--- src/rtl/sn74ls_serial_rx.sv ---
// Serial frame receiver: start bit, WIDTH data bits MSB first, optional parity, stop bit.
// Optional parity slot enabled by defining SN74LS_SERIAL_RX_PARITY_EN.
module sn74ls_serial_rx #(
  parameter int WIDTH = 8
) (
  input  logic             clk,
  input  logic             clr,
  input  logic             en,
  input  logic             ser,
  output logic [WIDTH-1:0] q,
  output logic             rdy,
  output logic             ferr,
  output logic             busy,
  output logic             perr
);

  localparam int CW = $clog2(WIDTH);

  typedef enum logic [1:0] {
    IDLE = 2'd0,
    DATA = 2'd1,
    STOP = 2'd2
`ifdef SN74LS_SERIAL_RX_PARITY_EN
    ,
    PAR  = 2'd3
`endif
  } state_t;

  state_t           state;
  state_t           state_n;
  logic [CW-1:0]    cnt;
  logic [WIDTH-1:0] sr;
  logic             load;
  logic             frame_err;
  logic             start;
  logic             shift;
  logic             par_calc;

  function automatic logic odd_parity(input logic [WIDTH-1:0] d, input logic p);
    return (^d) ^ p;
  endfunction

`ifdef SN74LS_SERIAL_RX_PARITY_EN
  logic par_bit;
  logic perr_r;

  always_ff @(posedge clk) begin
    if (!clr) begin
      par_bit <= 1'b0;
      perr_r  <= 1'b0;
    end else begin
      if (en && state == PAR) par_bit <= ser;
      perr_r <= load & par_calc;
    end
  end

  assign par_calc = odd_parity(sr, par_bit);
  assign perr     = perr_r;
`else
  assign par_calc = 1'b0;
  assign perr     = 1'b0;
`endif

  // Next-state logic; nothing advances on edges without the bit strobe.
  always_comb begin
    state_n   = state;
    load      = 1'b0;
    frame_err = 1'b0;
    start     = 1'b0;
    shift     = 1'b0;
    if (en) begin
      case (state)
        IDLE: begin
          if (ser == 1'b0) begin
            state_n = DATA;
            start   = 1'b1;
          end
        end
        DATA: begin
          shift = 1'b1;
          if (cnt == CW'(WIDTH - 1)) begin
`ifdef SN74LS_SERIAL_RX_PARITY_EN
            state_n = PAR;
`else
            state_n = STOP;
`endif
          end
        end
`ifdef SN74LS_SERIAL_RX_PARITY_EN
        PAR: state_n = STOP;
`endif
        STOP: begin
          state_n = IDLE;
          if (ser) load = 1'b1;
          else     frame_err = 1'b1;
        end
        default: state_n = IDLE;
      endcase
    end
  end

  always_ff @(posedge clk) begin
    if (!clr) begin
      state <= IDLE;
      cnt   <= '0;
      sr    <= '0;
      q     <= '0;
      rdy   <= 1'b0;
      ferr  <= 1'b0;
    end else begin
      state <= state_n;
      rdy   <= load;
      ferr  <= frame_err;
      if (start) cnt <= '0;
      if (shift) begin
        sr  <= {sr[WIDTH-2:0], ser};
        cnt <= cnt + 1'b1;
      end
      if (load) q <= sr;
    end
  end

  assign busy = (state != IDLE);

endmodule
--- config.mk ---
export PLATFORM = sky130hd
export DESIGN_NAME = sn74ls_serial_rx
export DESIGN_NICKNAME = d
export VERILOG_FILES = /design/src/rtl/sn74ls_serial_rx.sv
export SDC_FILE = /design/constraint.sdc
export NUM_CORES = 1
export LEC_CHECK = 0
export CORE_AREA = 4 4 49 51
export CTS_BUF_LIST = sky130_fd_sc_hd__clkbuf_8
export DETAILED_ROUTE_END_ITERATION = 16
export DIE_AREA = 0 0 53 55
export DONT_BUFFER_PORTS = 1
export PLACE_DENSITY = 0.75
export SYNTH_ARGS = -nofsm -noshare
export SYNTH_HDL_FRONTEND = slang
export SYNTH_SLANG_ARGS = --single-unit
--- constraint.sdc ---
create_clock -name clk -period 1.5 [get_ports clk]
set_clock_uncertainty 0.15 [all_clocks]
set_input_delay 0.15 -clock clk [delete_from_list [all_inputs] [get_ports clk]]
set_output_delay 0.15 -clock clk [all_outputs]
set_load 0.05 [all_outputs]
==> impl_results.md <==
* Fin cells at 137
* FF-to-FF path depth at 3
* # diodes at 0
* CP Data Arrival Time at 1.41 ns
* Adder-Cell Fraction of Synth Area at 2.587%
* Total grt overflow at 0
* Syn Area/Cell at 9.482 µm²
* Ranking of synthesized cells by area: dfxtp_1, nand3_1, o21ai_2, nand2_1, o21ai_1
* Status: finished with violations
* Hold_sp: clr
* Synth Area in Compound Gates at 16.56%
* Die ar. at 2915 µm²
* Detailed Place HPWL at 1.030 mm
* Root Buffer: clkbuf_8
* Clk sinks at 23
* Share of layout cells above drive strength 1 at 21.82%
* Worst path bufs/invs at 1
* FP Rows at 16
* Top cells by count, synth: dfxtp_1, nand2_1, nand3_1
* DRC viols at 0
* CTS tree: done
* Syn nets at 108
* Core Area at 1942 µm²
* FF-to-FF End: cnt[0]
* Vias per inst at 4.876
* Failing checks: hold timing
* Met1 Resource Use GR at 15.82%
* Worst setup EP type: flip-flop
* CP max stage cell: dlygate4sd3_1
* Crit path largest cell delay at 0.55 ns
* RSZ-0062 raised after global routing: false
* Place WS at 0.1969 ns
* Number of buffers added on ports at 0
* Clk_lat worst skew at 0.25 ns
* Setup TNS at 0 ns
* Global routing usage on met3 at 4.826%
* Met2 usage at 19.42%
* GRT Total Usage at 12.25%
* Hold_buf cts at 5
* Fin. Hold Viols at 22
* Xor-xnor portion of the synthesized cell area at 0%
* Post-synthesis async set-or-reset flop share at 0%
* Final total power at 0.001040 W
* WP data required at 1.53 ns
* Crit path cell chain: nand2b_1, dlygate4sd3_1, o22ai_1
* Leakage power at 0.4321 nW
* Max Fclk at 727.5 MHz
* Initial DRC count at 21
* Distinct cells, synth at 23
* Final setup vio count at 0
* Die height at 55 µm
* Flops & latches, synth at 23
* Setup ws final at 0.1255 ns
* GRT busiest layer: met2
* Synth Instances at 102
* Startpoint Class: flip-flop
* Drt wl/cell at 11.20 µm
* Total CTS buffers at 3
* Mux share of post-synthesis cell area at 0%
* Detail Route Antenna Nets at 0
* Synth top area share at 47.61%
* I/O Pins at 16
* Final net count at 117
* Starting Density at 49.81%
* Via count at 668
* Hold Crit Class: input pin to flip-flop
* Tmin final at 1.375 ns
* Synthesized area at 967.2 µm²
* Vias in the first global route at 589
* GP Congestion at 0.6930
* Combinational family with the most area after synthesis: simple AND/OR/NAND/NOR gates
* Synth Area in Simple Gates at 24.58%
* Crit share post-route at 91.64%
* Synth area leader: dfxtp_1
* Die width at 53 µm
* Fin. max-slew vios at 0
* Main synth FF type: dfxtp_1
* Largest net degree at the start of global routing at 35
* Maximum vdd drop at 0.7606 mV
* Max-Cap Viols at 0
* Synth Warn # at 0
* Placed Cells at 128
* Final Util at 55.99%
* Critical path type: flip-flop to flip-flop
* Power per cell area at 956.2 nW/µm²
* Drt pass-1 iters at 4
* Global-route wire length before repair at 2.594 mm
* Synth-to-layout area growth at 12.42%
* Crit Path Max Fanout at 3
* Setup bufs post-CTS at 0
* Number of flops mapped to enable cells by yosys at 0
* Most numerous cell in the Yosys netlist: dfxtp_1
* Hold Path End: state[1]
* WL final at 1.534 mm
* R2R Setup Slk at 0.13 ns
* CP delay by family, top: buffers and inverters
* Largest buffer count on any clock path at 2
* Antenna violations before repair at 0
* Worst hold stages at 1
* Hold_ws at -0.1256 ns
* Reg clk slew, reported paths at 0.07 ns
* Reg2reg start: cnt[0]
* CTS H-tree depth at 1
* Sequential area share after synthesis at 47.61%
-- power by group --
group          switching [W]  total [W]  internal, W
clock network       0.000173   0.000355     0.000182
logic              0.0000374  0.0000601    0.0000227
registers         0.00000825   0.000625     0.000616
-- through the flow --
stage | instance area, µm² | hold slack, ns
floorplan | 967.2 | 0.07238
global placement | 992.2 | 0.07503
detailed placement | 992.2 | 0.07580
CTS | 1087 | -0.1389
global route | 1087 | -0.1242
finish | 1087 | -0.1256
-- kinds of logic (layout without fill, tap and decap cells) --
| family | Yosys count | count (layout) |
|---|---|---|
| flops | 23 | 23 |
| other cells | 1 | 1 |
| buf+inv | 12 | 20 |
| compound gates | 23 | 23 |
| fa+ha+maj | 2 | 2 |
| simple gates | 41 | 41 |
-- registers in the layout, indices dropped and copies added, names as in the netlist --
name	cells
cnt	3
ferr	1
q	8
rdy	1
sr	8
state	2
-- routing by layer --
layer | up-vias | wire [µm]
met5 | - | 0
met4 | 0 | 13
met3 | 2 | 96
met2 | 15 | 683
met1 | 283 | 741
li1 | 368 | -
-- cell type report --
class,count,area (µm²)
Sequential cell,23,460.4
Clock buffer,3,41.29
Inverter,3,11.26
Timing Repair Buffer,13,110.1
Clock inverter,1,3.754
Fill cell,180,854.6
Tap cell,27,33.78
Multi-Input combinational cell,67,426.7
-- worst reg2reg max path, stage by stage, from the launching register on --
cell and delay, ns:
dfxtp_1 0.33, nand2b_1 0.13, dlygate4sd3_1 0.55, o22ai_1 0.14
-- how the worst max path moves through the flow --
stage,start,to,slack (ns),cells past startpoint
finish,cnt[0],cnt[0],0.13,3
global route,cnt[0],cnt[0],0.04,3
global placement,state[1],q[3],0.20,3
floorplan,cnt[0],state[1],0.29,5
detailed placement,state[1],q[4],0.20,3
CTS,state[0],busy,0.02,2
-- placed cells by master (no fill, tap or decap), types with 3 or more instances in the layout --
cell and count:
inv_1 3, nand2_1 14, clkbuf_8 3, dfxtp_1 23, nand3_1 14, o22ai_1 3, buf_4 8, dlygate4sd3_1 5
o21ai_1 7, nor2_1 4, o21ai_2 8
-- repair_timing --
| item | CTS | global route |
|---|---|---|
| hold endpoints to repair | 23 | 22 |
| gates resized for setup | 0 | 1 |
| setup endpoints to repair | 0 | 1 |
No activity file was read; power rests on OpenSTA's default activity.
